$ cat src/rtl/apb_mem_bridge.sv
// APB3/APB4 slave front end for a word-wide, combinational-read memory.
// Define APB_PSTRB_EN to honour pstrb_i with a read-modify-write path for partial strobes.
module apb_mem_bridge #(
  parameter int unsigned DATA_WIDTH = 32,
  parameter int unsigned ADDR_WIDTH = 32,
  parameter int unsigned MEM_DEPTH  = ADDR_WIDTH * ADDR_WIDTH
) (
  input  logic                    clk_i,
  input  logic                    rst_ni,
  input  logic                    psel_i,
  input  logic                    penable_i,
  input  logic                    pwrite_i,
  input  logic [ADDR_WIDTH-1:0]   paddr_i,
  input  logic [DATA_WIDTH-1:0]   pwdata_i,
  input  logic [DATA_WIDTH/8-1:0] pstrb_i,
  output logic [DATA_WIDTH-1:0]   prdata_o,
  output logic                    pready_o,
  output logic                    pslverr_o,
  output logic [ADDR_WIDTH-1:0]   mem_addr_o,
  output logic [DATA_WIDTH-1:0]   mem_wdata_o,
  output logic                    mem_we_o,
  input  logic [DATA_WIDTH-1:0]   mem_rdata_i
);

  localparam int unsigned STRB_W = DATA_WIDTH / 8;
  localparam int unsigned OFF_W  = $clog2(STRB_W);

`ifdef APB_PSTRB_EN
  typedef enum logic [1:0] {IDLE, EXEC, MERGE, RESP} state_e;
`else
  typedef enum logic [1:0] {IDLE, EXEC, RESP} state_e;
`endif

  state_e                  state_q, state_d;
  logic [ADDR_WIDTH-1:0]   addr_q, addr_d;
  logic                    write_q, write_d;
  logic [DATA_WIDTH-1:0]   prdata_q, prdata_d;
  logic                    pready_q, pready_d;
  logic                    pslverr_q, pslverr_d;
  logic [ADDR_WIDTH-1:0]   mem_addr_q, mem_addr_d;
  logic [DATA_WIDTH-1:0]   mem_wdata_q, mem_wdata_d;
  logic                    mem_we_q, mem_we_d;
`ifdef APB_PSTRB_EN
  logic [DATA_WIDTH-1:0]   wdata_q, wdata_d;
  logic [STRB_W-1:0]       strb_q, strb_d;
`else
  logic                    unused_pstrb;
  assign unused_pstrb = ^pstrb_i;
`endif

  // Byte address to word index, zero-extended to the port width.
  function automatic logic [ADDR_WIDTH-1:0] word_idx(input logic [ADDR_WIDTH-1:0] a);
    return a >> OFF_W;
  endfunction

  // Misaligned byte offset or word index beyond the array.
  function automatic logic addr_err(input logic [ADDR_WIDTH-1:0] a);
    logic             misaligned;
    logic [ADDR_WIDTH:0] idx_ext;
    misaligned = (a & ADDR_WIDTH'(STRB_W - 1)) != '0;
    idx_ext    = {1'b0, word_idx(a)};
    return misaligned || (idx_ext >= (ADDR_WIDTH + 1)'(MEM_DEPTH));
  endfunction

`ifdef APB_PSTRB_EN
  function automatic logic [DATA_WIDTH-1:0] merge_bytes(input logic [DATA_WIDTH-1:0] nw,
                                                        input logic [DATA_WIDTH-1:0] old,
                                                        input logic [STRB_W-1:0]     strb);
    logic [DATA_WIDTH-1:0] m;
    m = old;
    for (int unsigned b = 0; b < STRB_W; b++) begin
      if (strb[b]) m[b*8 +: 8] = nw[b*8 +: 8];
    end
    return m;
  endfunction
`endif

  // Outputs are registered, so the write strobe for a full write is decided in the setup cycle.
  always_comb begin
    state_d     = state_q;
    addr_d      = addr_q;
    write_d     = write_q;
    prdata_d    = prdata_q;
    pready_d    = 1'b0;
    pslverr_d   = 1'b0;
    mem_addr_d  = mem_addr_q;
    mem_wdata_d = mem_wdata_q;
    mem_we_d    = 1'b0;
`ifdef APB_PSTRB_EN
    wdata_d     = wdata_q;
    strb_d      = strb_q;
`endif
    case (state_q)
      IDLE: begin
        if (psel_i && !penable_i) begin
          addr_d     = paddr_i;
          write_d    = pwrite_i;
          mem_addr_d = word_idx(paddr_i);
          state_d    = EXEC;
`ifdef APB_PSTRB_EN
          wdata_d    = pwdata_i;
          strb_d     = pstrb_i;
          if (pwrite_i && !addr_err(paddr_i) && (&pstrb_i)) begin
            mem_we_d    = 1'b1;
            mem_wdata_d = pwdata_i;
          end
`else
          if (pwrite_i && !addr_err(paddr_i)) begin
            mem_we_d    = 1'b1;
            mem_wdata_d = pwdata_i;
          end
`endif
        end
      end
      EXEC: begin
        if (!psel_i) begin
          state_d = IDLE;
        end else begin
          state_d  = RESP;
          pready_d = 1'b1;
          if (addr_err(addr_q)) begin
            pslverr_d = 1'b1;
          end else if (!write_q) begin
            prdata_d = mem_rdata_i;
          end
`ifdef APB_PSTRB_EN
          else if ((strb_q != '0) && !(&strb_q)) begin
            // mem_wdata_q doubles as the merge register for the write-back cycle.
            mem_wdata_d = merge_bytes(wdata_q, mem_rdata_i, strb_q);
            mem_we_d    = 1'b1;
            pready_d    = 1'b0;
            state_d     = MERGE;
          end
`endif
        end
      end
`ifdef APB_PSTRB_EN
      MERGE: begin
        if (!psel_i) begin
          state_d = IDLE;
        end else begin
          state_d  = RESP;
          pready_d = 1'b1;
        end
      end
`endif
      RESP: begin
        state_d = IDLE;
      end
      default: begin
        state_d = IDLE;
      end
    endcase
  end

  always_ff @(posedge clk_i or negedge rst_ni) begin
    if (!rst_ni) begin
      state_q     <= IDLE;
      addr_q      <= '0;
      write_q     <= 1'b0;
      prdata_q    <= '0;
      pready_q    <= 1'b0;
      pslverr_q   <= 1'b0;
      mem_addr_q  <= '0;
      mem_wdata_q <= '0;
      mem_we_q    <= 1'b0;
`ifdef APB_PSTRB_EN
      wdata_q     <= '0;
      strb_q      <= '0;
`endif
    end else begin
      state_q     <= state_d;
      addr_q      <= addr_d;
      write_q     <= write_d;
      prdata_q    <= prdata_d;
      pready_q    <= pready_d;
      pslverr_q   <= pslverr_d;
      mem_addr_q  <= mem_addr_d;
      mem_wdata_q <= mem_wdata_d;
      mem_we_q    <= mem_we_d;
`ifdef APB_PSTRB_EN
      wdata_q     <= wdata_d;
      strb_q      <= strb_d;
`endif
    end
  end

  assign prdata_o    = prdata_q;
  assign pready_o    = pready_q;
  assign pslverr_o   = pslverr_q;
  assign mem_addr_o  = mem_addr_q;
  assign mem_wdata_o = mem_wdata_q;
  assign mem_we_o    = mem_we_q;

endmodule

$ cat config.mk
export PLATFORM = sky130hd
export DESIGN_NAME = apb_mem_bridge
export DESIGN_NICKNAME = d
export VERILOG_FILES = /design/src/rtl/apb_mem_bridge.sv
export SDC_FILE = /design/constraint.sdc
export NUM_CORES = 1
export LEC_CHECK = 0
export BUFFER_PORTS_ARGS = -buffer_cell sky130_fd_sc_hd__buf_2
export CORE_UTILIZATION = 44
export CTS_CLUSTER_SIZE = 30
export DETAILED_ROUTE_END_ITERATION = 16
export PLACE_DENSITY = 0.83
export SETUP_SLACK_MARGIN = 0.05
export SYNTH_ARGS = -nofsm -noshare
export SYNTH_HDL_FRONTEND = slang
export SYNTH_SLANG_ARGS = --single-unit
$ cat constraint.sdc
create_clock -name clk_i -period 2.2 [get_ports clk_i]
set_input_delay 0 -clock clk_i [delete_from_list [all_inputs] [get_ports clk_i]]
set_output_delay 0 -clock clk_i [all_outputs]
set_load 0.01 [all_outputs]
==> results by group <==
Detailed routing
  – Drc violations: 0
  – Detailed-router iteration count before antenna repair: 4
  – Final WL: 10,790 um
  – Vias: 3,125
  – Final ANT Viol Nets: 0
  – Vias/cell: 4.793
  – DR WL/cell: 16.56 um
  – DRT iter0 DRCs: 77

Worst setup path
  – CP max-delay cell: dlygate4sd3_1
  – Critical path launch point type: primary input
  – CP arrival: 2260 ps
  – Critical R2R Launch: state_q[1]
  – Crit path max fanout: 32
  – Worst Setup End Kind: flop
  – Buf+Inv Stages, Crit Path: 3
  – Setup crit start: paddr_i[1]
  – CP max stage delay: 530 ps
  – CP delay by family, top: simple AND/OR/NAND/NOR gates
  – Crit-path cells: dlygate4sd3_1 -> buf_2 -> nor4_2 -> nand4_1 -> nor4_4 -> buf_12 -> mux2_1
  – Critical Path RT: 2420 ps
  – Critical path class: in -> reg

Floorplan
  – Die height: 98.76 um
  – Core box area: 8891 um^2
  – Rows: 34
  – Initial Util: 0.4633
  – DIE WIDTH: 98.76 um
  – I/O pin cnt: 204
  – Die area: 9753 um^2

Timing
  – Minimum clock period: 2039 ps
  – Hold Vio Cnt, Final: 0
  – Sum of negative setup slack: 0 ps
  – Slew Viols, Final: 0
  – Clk_skew: 13.74 ps
  – Final period util: 0.9270
  – Max transition margin: 0.5566
  – Setup ws final: 160.5 ps
  – Setup violators final: 0
  – Unrepaired setup endpoints after global routing: no
  – Final hold slack: 38.34 ps
  – Measured slew at the worst slew-check pin: 665.1 ps
  – F_max: 490.3 MHz

Logic synthesis
  – Cell variety after synth: 19
  – Syn avg cell area: 15.31 um^2
  – Netlist Area Pre-Place: 4119 um^2
  – Sequential fraction of the synthesis area: 0.6197
  – Synth Instances: 269
  – Synthesis-stage register bit count: 102
  – Yosys Warn Count: 0

Global routing
  – Total grt overflow: 0
  – Largest net degree at the start of global routing: 53
  – Tot GR Track Use: 0.2271
  – Initial antenna violation count: 0
  – Vias in the first global route: 3,486
  – Global-route wire length before repair: 17,130 um

CTS
  – Max Buffers Root-to-Sink: 2
  – Clock root buffer master: clkbuf_8
  – CTS Buf Count: 9
  – H-Tree Depth: 3
  – TritonCTS clock tree: done
  – Sink Count: 102
  – Setup bufs post-CTS: 0
  – Clock Latency Late Sink: 350 ps
  – Clock-pin slew on the worst setup and hold paths: 100 ps

Layout
  – Storage element area: 2552 um^2
  – Layout fillers: 596
  – Multi-input gate area: 1286 um^2
  – Final net count: 644
  – Diodes inserted: 0
  – Area grow syn2layout: 51.09%
  – Layout cells sized above 1: 0.5276

Pwr
  – Total power: 0.003922 W
  – Leak Pwr: 3.266 nW
  – Peak supply drop: 0.3793 mV
  – PD cells: 630.1 nW/um^2

Placement
  – PortBufs: 197
  – Routability congestion estimate: 0.6987
  – Post-DP HPWL: 6681 um
  – Setup WS pre-CTS: 168.4 ps

Worst hold path
  – Worst Min Path Start: psel_i
  – Hold WC Path Type: in -> reg

Status
  – Status: finished clean

Run
  – Maxcap violations: 0
-- path summary, 6_finish.rpt --
check | end | slack (ps) | cells after the start
setup / recovery | mem_wdata_o[24] | 160 | 7
hold / removal | pready_o | 40 | 4
setup reg to reg | mem_wdata_o[24] | 210 | 5
hold reg to reg | prdata_o[9] | 480 | 1
max in group asynchronous | addr_q[12] | 1260 | 3
min in group asynchronous | mem_wdata_o[3] | 210 | 2
-- layout make-up --
cell class	instances	area share
clock inverters	4	0.005227
clock buffers	12	0.02332
repair buffers	300	0.3305
inverters	4	0.002413
well taps	108	0.02171
flip-flops and latches	102	0.4101
multi-input cells	122	0.2067
-- worst min-delay path, cell delays in order --
cell and delay [ps]:
buf_2 90, nand2b_1 60, or2_2 160, inv_1 50
-- registers in the layout, indices dropped and copies added, names as in the netlist --
name,flops
addr_q,32
state_q,2
pready_o,1
prdata_o,32
write_q,1
mem_wdata_o,32
mem_we_o,1
pslverr_o,1
-- metal layers --
metal  global-route usage  vias to the layer above  part of all wire
met3              0.05887                       21             0.057
met4              0.08152                        0             0.023
li1                     -                     1443                 -
met1               0.2489                     1532              0.38
met2               0.4217                      129              0.54
met5                    0                        -                 0
-- report_power, final --
part / leakage (nW) / internal (W) / switching [W]
sequential: 1.32 / 0.00203 / 0.000109
clock: 0.0828 / 0.000448 / 0.000621
combinational: 1.87 / 0.000410 / 0.000304
-- what timing repair did --
item                                    4_1_cts  5_1_grt
hold endpoints to repair                    148        0
hold buffers                                 98        0
gates resized for setup                       0        3
endpoints found under the setup margin        0       64
-- placed cells by master, fill, tap and decap left out, drive strengths merged --
| cell | netlist | final |
|---|---|---|
| or3 | 2 | 2 |
| nand4 | 2 | 2 |
| or4 | 1 | 1 |
| nor4 | 11 | 11 |
| or2 | 1 | 1 |
| nand2 | 1 | 1 |
| nor4b | 1 | 1 |
| nor2 | 3 | 3 |
| conb | 1 | 2 |
| mux2 | 97 | 97 |
| clkinv | 0 | 2 |
| clkbuf | 1 | 12 |
| clkinvlp | 0 | 2 |
| inv | 4 | 4 |
| dlygate4sd3 | 0 | 98 |
| nand2b | 1 | 1 |
| dfrtp | 102 | 102 |
| buf | 41 | 202 |
-- synthesized netlist by cell type --
master | count | area (um^2)
buf_2 | 6 | 30.03
buf_4 | 35 | 262.8
clkbuf_1 | 1 | 3.750
conb_1 | 1 | 3.750
dfrtp_1 | 102 | 2552
inv_1 | 4 | 15.01
mux2_1 | 32 | 360.4
mux2_2 | 65 | 732.0
nand2_1 | 1 | 3.750
nand2b_1 | 1 | 6.260
nand4_1 | 2 | 12.51
nor2_1 | 3 | 11.26
nor4_1 | 9 | 56.30
nor4_2 | 1 | 12.51
nor4_4 | 1 | 21.27
nor4b_1 | 1 | 8.760
or2_2 | 1 | 6.260
or3_1 | 2 | 12.51
or4_1 | 1 | 7.510
-- per-stage QoR --
| step | std cells | util | instance area, um^2 |
|---|---|---|---|
| final | 652 | 0.7000 | 6223 |
| after global placement | 538 | 0.5675 | 5046 |
| after detailed placement | 538 | 0.5675 | 5046 |
| after global routing | 652 | 0.7000 | 6223 |
| after floorplan | 270 | - | 4123 |
| after CTS | 652 | 0.6979 | 6205 |
-- cell families (layout without fill, tap and decap cells) --
kind of cell | Yosys count | in the layout | share of synthesized area
flops | 102 | 102 | 0.6197
mux | 97 | 97 | 0.2652
buf+inv | 46 | 320 | 0.07564
simple gates | 23 | 23 | 0.03858
other cells | 1 | 2 | 0.0009104
Power figures use the tool's default switching activity.
